File: src/rtl/id_ex_stage.sv
`default_nettype none
// ============================================================================
// Module   : id_ex_stage
// Brief    : ID/EX pipeline register with load-use hazard detection, bubble
//            insertion, flush squashing and saturating stall/flush counters.
// Revision : 1.0 - initial release
// ============================================================================
module id_ex_stage #(
  parameter int DATA_W = 32,
  parameter int CNT_W  = 16
) (
  input  logic              clk,
  input  logic              rst,
  input  logic              id_valid,
  input  logic              id_RegDst,
  input  logic              id_ALUSrc,
  input  logic              id_MemtoReg,
  input  logic              id_RegWrite,
  input  logic              id_MemRead,
  input  logic              id_MemWrite,
  input  logic              id_Branch,
  input  logic              id_Jump,
  input  logic              id_BneDst,
  input  logic              id_ExtndDst,
  input  logic [1:0]        id_ALUOp,
  input  logic [DATA_W-1:0] id_pc4,
  input  logic [DATA_W-1:0] id_rd1,
  input  logic [DATA_W-1:0] id_rd2,
  input  logic [DATA_W-1:0] id_imm,
  input  logic [4:0]        id_rs,
  input  logic [4:0]        id_rt,
  input  logic [4:0]        id_rd,
  input  logic              flush,
  output logic              ex_RegDst,
  output logic              ex_ALUSrc,
  output logic              ex_MemtoReg,
  output logic              ex_RegWrite,
  output logic              ex_MemRead,
  output logic              ex_MemWrite,
  output logic              ex_Branch,
  output logic              ex_Jump,
  output logic              ex_BneDst,
  output logic              ex_ExtndDst,
  output logic [1:0]        ex_ALUOp,
  output logic [DATA_W-1:0] ex_pc4,
  output logic [DATA_W-1:0] ex_rd1,
  output logic [DATA_W-1:0] ex_rd2,
  output logic [DATA_W-1:0] ex_imm,
  output logic [4:0]        ex_rs,
  output logic [4:0]        ex_rt,
  output logic [4:0]        ex_rd,
  output logic              ex_valid,
  output logic              stall,
  output logic [CNT_W-1:0]  stall_cnt,
  output logic [CNT_W-1:0]  flush_cnt
);

  localparam logic [CNT_W-1:0] c_cnt_one = {{(CNT_W-1){1'b0}}, 1'b1};

  logic w_uses_rs;
  logic w_uses_rt;
  logic w_rs_hit;
  logic w_rt_hit;
  logic w_bubble;

  // Which source registers the ID instruction actually reads
  assign w_uses_rs = ~id_Jump;
  assign w_uses_rt = id_MemWrite | id_Branch | (id_RegWrite & id_RegDst);
  assign w_rs_hit  = w_uses_rs & (ex_rt == id_rs);
  assign w_rt_hit  = w_uses_rt & (ex_rt == id_rt);

  // Load in EX whose destination is consumed by ID; a flush masks it
  assign stall = ex_valid & ex_MemRead & (ex_rt != 5'd0) & id_valid & ~flush
               & (w_rs_hit | w_rt_hit);

  // Flush, stall or an empty ID slot all inject a bubble into EX
  assign w_bubble = flush | stall | ~id_valid;

  // Pipeline register: datapath always loads, control is zeroed on a bubble
  always_ff @(posedge clk) begin
    if (rst) begin
      ex_RegDst   <= 1'b0;
      ex_ALUSrc   <= 1'b0;
      ex_MemtoReg <= 1'b0;
      ex_RegWrite <= 1'b0;
      ex_MemRead  <= 1'b0;
      ex_MemWrite <= 1'b0;
      ex_Branch   <= 1'b0;
      ex_Jump     <= 1'b0;
      ex_BneDst   <= 1'b0;
      ex_ExtndDst <= 1'b0;
      ex_ALUOp    <= 2'b00;
      ex_pc4      <= '0;
      ex_rd1      <= '0;
      ex_rd2      <= '0;
      ex_imm      <= '0;
      ex_rs       <= 5'd0;
      ex_rt       <= 5'd0;
      ex_rd       <= 5'd0;
      ex_valid    <= 1'b0;
    end else begin
      ex_pc4 <= id_pc4;
      ex_rd1 <= id_rd1;
      ex_rd2 <= id_rd2;
      ex_imm <= id_imm;
      ex_rs  <= id_rs;
      ex_rt  <= id_rt;
      ex_rd  <= id_rd;
      if (w_bubble) begin
        ex_RegDst   <= 1'b0;
        ex_ALUSrc   <= 1'b0;
        ex_MemtoReg <= 1'b0;
        ex_RegWrite <= 1'b0;
        ex_MemRead  <= 1'b0;
        ex_MemWrite <= 1'b0;
        ex_Branch   <= 1'b0;
        ex_Jump     <= 1'b0;
        ex_BneDst   <= 1'b0;
        ex_ExtndDst <= 1'b0;
        ex_ALUOp    <= 2'b00;
        ex_valid    <= 1'b0;
      end else begin
        ex_RegDst   <= id_RegDst;
        ex_ALUSrc   <= id_ALUSrc;
        ex_MemtoReg <= id_MemtoReg;
        ex_RegWrite <= id_RegWrite;
        ex_MemRead  <= id_MemRead;
        ex_MemWrite <= id_MemWrite;
        ex_Branch   <= id_Branch;
        ex_Jump     <= id_Jump;
        ex_BneDst   <= id_BneDst;
        ex_ExtndDst <= id_ExtndDst;
        ex_ALUOp    <= id_ALUOp;
        ex_valid    <= 1'b1;
      end
    end
  end

  // Saturating event counters; they hold at all-ones instead of wrapping
  always_ff @(posedge clk) begin
    if (rst) begin
      stall_cnt <= '0;
      flush_cnt <= '0;
    end else begin
      if (stall && (stall_cnt != '1)) stall_cnt <= stall_cnt + c_cnt_one;
      if (flush && (flush_cnt != '1)) flush_cnt <= flush_cnt + c_cnt_one;
    end
  end

endmodule
`default_nettype wire

File: config.mk
export PLATFORM = sky130hd
export DESIGN_NAME = id_ex_stage
export DESIGN_NICKNAME = d
export VERILOG_FILES = /design/src/rtl/id_ex_stage.sv
export SDC_FILE = /design/constraint.sdc
export NUM_CORES = 1
export LEC_CHECK = 0
export BUFFER_PORTS_ARGS = -buffer_cell sky130_fd_sc_hd__buf_2
export CORE_AREA = 2 2 135 137
export CTS_CLUSTER_DIAMETER = 60
export CTS_CLUSTER_SIZE = 8
export DETAILED_ROUTE_END_ITERATION = 6
export DIE_AREA = 0 0 137 139
export GPL_ROUTABILITY_DRIVEN = 0
export PLACE_DENSITY = 0.63
export SYNTH_ARGS = -nofsm -noshare
export SYNTH_HDL_FRONTEND = slang
export SYNTH_SLANG_ARGS = --single-unit
File: constraint.sdc
create_clock -name clk -period 3.85 [get_ports clk]
set_input_delay 0.1925 -clock clk [delete_from_list [all_inputs] [get_ports clk]]
set_output_delay 0.1925 -clock clk [all_outputs]
set_load 0.05 [all_outputs]
==> out/qor.csv <==
metric;value;unit
hpwl dp;11400;um
leakage;4.70;nW
Synth Area in Compound Gates;4.81;%
post-synthesis xor/xnor area fraction;2.76;%
CTS tree;yes;
final setup vio count;0;
CP delay by family, top;buffers and inverters;
Vias;5614;
GRT Overall Usage;18.1;%
syn nets;711;
Post-DP Area;0.00795;mm2
Final nets;1198;
WP data required;3.66;ns
hold endpoint;ex_rd2[9];
Highest Clock Rate;430;MHz
Fill cells;1494;
die width;137;um
# DRC;0;
Synth Flop Type;dfxtp_1;
unrepaired setup endpoints after global routing;false;
PostCTS Resize Cnt;0;
max-cap violations;0;
Post-synth EDFFs;0;
vias in the first global route;5569;
layout cells sized above 1;37.2;%
# IOs;348;
final hold vios;0;
Ys Warns;0;
CTS H-tree lvls;4;
antenna violations before repair;0;
Starting DRT DRC Count;171;
Min-Delay Path Class;primary input to flop;
# rows;49;
critical path class;primary input to primary output;
register-to-register setup slack;1.78;ns
Max Slew Vio Count;0;
final worst-path cycle share;60.5;%
pwr dens;451;mW/mm2
CP Capture Type;primary output;
syn avg cell area;11.0;um2
Critical Path Max Stage Delay;0.55;ns
CP arrival;2.14;ns
CP max-delay cell;dlygate4sd3_1;
CTS Buffer Depth;2;
die area;0.0190;mm2
# Post-CTS Setup Buffers;0;
path depth of the worst reg2reg path;6;
GRT overflow;0;
crit start category;primary input;
cell repeated most along the worst path;buf_2;
Sink Count;188;
Synth cell types;47;
Seq/Total Area, Yosys;62.4;%
final WL;17900;um
Mapped Cells;550;
register bit total from synthesis;188;
Least-Margin Pin Slew;0.813;ns
CTS clk-pin slew, worst paths;0.06;ns
Worst Hold Path Cells;2;
shortest period the worst path allows;2.33;ns
Hold Startpoint;id_rd2[9];
simple-gate share of the synthesized area;26.4;%
worst skew pair latency;0.42;ns
Sum Neg Setup Slack;0;ns
port buffer count;347;
cts bufs inserted;17;
RR Startpoint;ex_rt[3];
worst path cell trace;dlygate4sd3_1 > buf_2 > a211oi_1 > nor4_2 > a22oi_2 > nor2_1 > buf_2;
Max IR drop VDD;0.307;mV
largest net degree at the start of global routing;83;
R2R Path End;stall_cnt[5];
Routed Antenna Nets;0;
Core ar.;0.0177;mm2
mux cell area share after synthesis;0.705;%
drt first pass iters;4;
first-pass GRT wire length;27200;um
Root Buffer;clkbuf_16;
adder-cell share of the synthesized area;0.415;%
largest family of logic cells by synthesized area;simple AND/OR/NAND/NOR gates;
Die H;139;um
asr flop ratio synth;0;%
clock skew;0.00755;ns
hold buffers post-CTS;143;
Avg WL per Cell;14.0;um
worst path bufs/invs;3;
Vias/cell;4.39;
Netlist Area Pre-Place;0.00603;mm2
Worst slew margin;45.8;%
Starting Density;34.2;%
area grow syn2layout;65.6;%
# diodes;0;
Crit Path Max Fanout;12;
run status;finished, final reports clean;
design area;0.00999;mm2
==> cells in the final DEF, fill, tap and decap left out, drive strengths merged, types with 8 or more instances in the layout <==
cell type	netlist	final
buf	9	350
nor3	9	9
nor2	24	24
dfxtp	188	188
nor4	8	8
clkbuf	18	18
nand4	9	9
and2	13	13
inv	5	10
nor2b	146	146
xor2	13	13
dlygate4sd3	0	145
nand2	12	12
a21oi	11	11
nand3	19	19
==> final cells by class <==
cell class / instances / area [um2] / area share [%]
repair buffers: 495 / 3210 / 32.2
clock buffers: 18 / 429 / 4.30
inverters: 5 / 18.8 / 0.188
well taps: 229 / 287 / 2.87
clock inverters: 14 / 160 / 1.60
flip-flops and latches: 188 / 3760 / 37.7
multi-input cells: 330 / 2120 / 21.2
==> synth_stat cells, types with 2 or more instances <==
cell / instances / area [um2]
inv_1: 5 / 18.8
and3_1: 7 / 43.8
and4_1: 5 / 43.8
buf_6: 3 / 33.8
mux2_1: 2 / 22.5
a21oi_1: 11 / 55.1
or4_1: 7 / 52.6
clkbuf_1: 18 / 67.6
nor4_2: 3 / 37.5
o31ai_1: 4 / 30.0
ha_1: 2 / 25.0
dfxtp_1: 188 / 3760
nor3_1: 9 / 45.0
nand2_1: 11 / 41.3
o41ai_1: 3 / 26.3
and2_1: 13 / 81.3
nor2_1: 24 / 90.1
nor4_1: 5 / 31.3
mux2i_1: 2 / 20.0
o21ai_0: 5 / 25.0
o211ai_1: 3 / 22.5
buf_2: 3 / 15.0
o2111ai_1: 2 / 17.5
or3_1: 5 / 31.3
nand3_1: 18 / 90.1
xnor2_1: 6 / 52.6
nand4_1: 8 / 50.1
buf_1: 2 / 7.51
xor2_1: 13 / 114
nor2b_1: 146 / 913
==> worst max-delay path by stage <==
| stage | startpoint | to | slack, ns | depth (start not counted) |
|---|---|---|---|---|
| 2_1_floorplan | ex_rt[1] | stall | 1.42 | 6 |
| 3_3_place_gp | id_RegWrite | stall_cnt[5] | 1.77 | 7 |
| 3_5_place_dp | id_RegWrite | stall_cnt[5] | 1.74 | 7 |
| 4_1_cts | id_RegWrite | stall | 1.46 | 7 |
| 5_1_grt | id_RegWrite | stall | 1.40 | 7 |
| 6_report | id_RegWrite | stall | 1.52 | 7 |
==> power breakdown <==
group	internal [mW]	leakage (nW)	switching, mW	total, mW
sequential	2.03	1.56	0.0261	2.06
combinational	0.260	2.86	0.447	0.707
clock	0.974	0.290	0.767	1.74
==> flip-flops by register name, summed over array words and instances (netlist names), 5 cells and up <==
name / count
ex_imm: 32
ex_pc4: 32
ex_rd: 5
ex_rd1: 32
ex_rd2: 32
ex_rs: 5
ex_rt: 5
flush_cnt: 16
stall_cnt: 16
==> routing by layer <==
| metal | wire, um | up-vias | part of all wire (%) | GRT usage, % |
|---|---|---|---|---|
| li1 | - | 2800 | - | - |
| met1 | 7080 | 2561 | 40 | 19.2 |
| met2 | 8990 | 220 | 50 | 32.4 |
| met3 | 1510 | 33 | 8.4 | 6.76 |
| met4 | 342 | 0 | 1.9 | 6.35 |
| met5 | 0 | - | 0 | 0 |
==> through the flow <==
step                setup WS [ns]  util (%)  hold slack, ns  total power, mW  instances
floorplan                    1.42         -           0.314             2.50        550
global placement             1.77      45.0           0.392             2.68       1102
detailed placement           1.74      45.0           0.395             2.68       1102
CTS                          1.46      56.5        0.000633             4.56       1277
global route                 1.40      56.6          0.0114             4.69       1279
finish                       1.52      56.6          0.0120             4.50       1279
==> logic make-up after synthesis <==
logic type	after synthesis
muxes	4
AOI/OAI and AO/OA	39
and+or+nand+nor	266
DFF	188
adders and majority gates	2
xor gates and xnor gates	19
buffers and inverters	32
No activity file was read; power rests on OpenSTA's default activity.
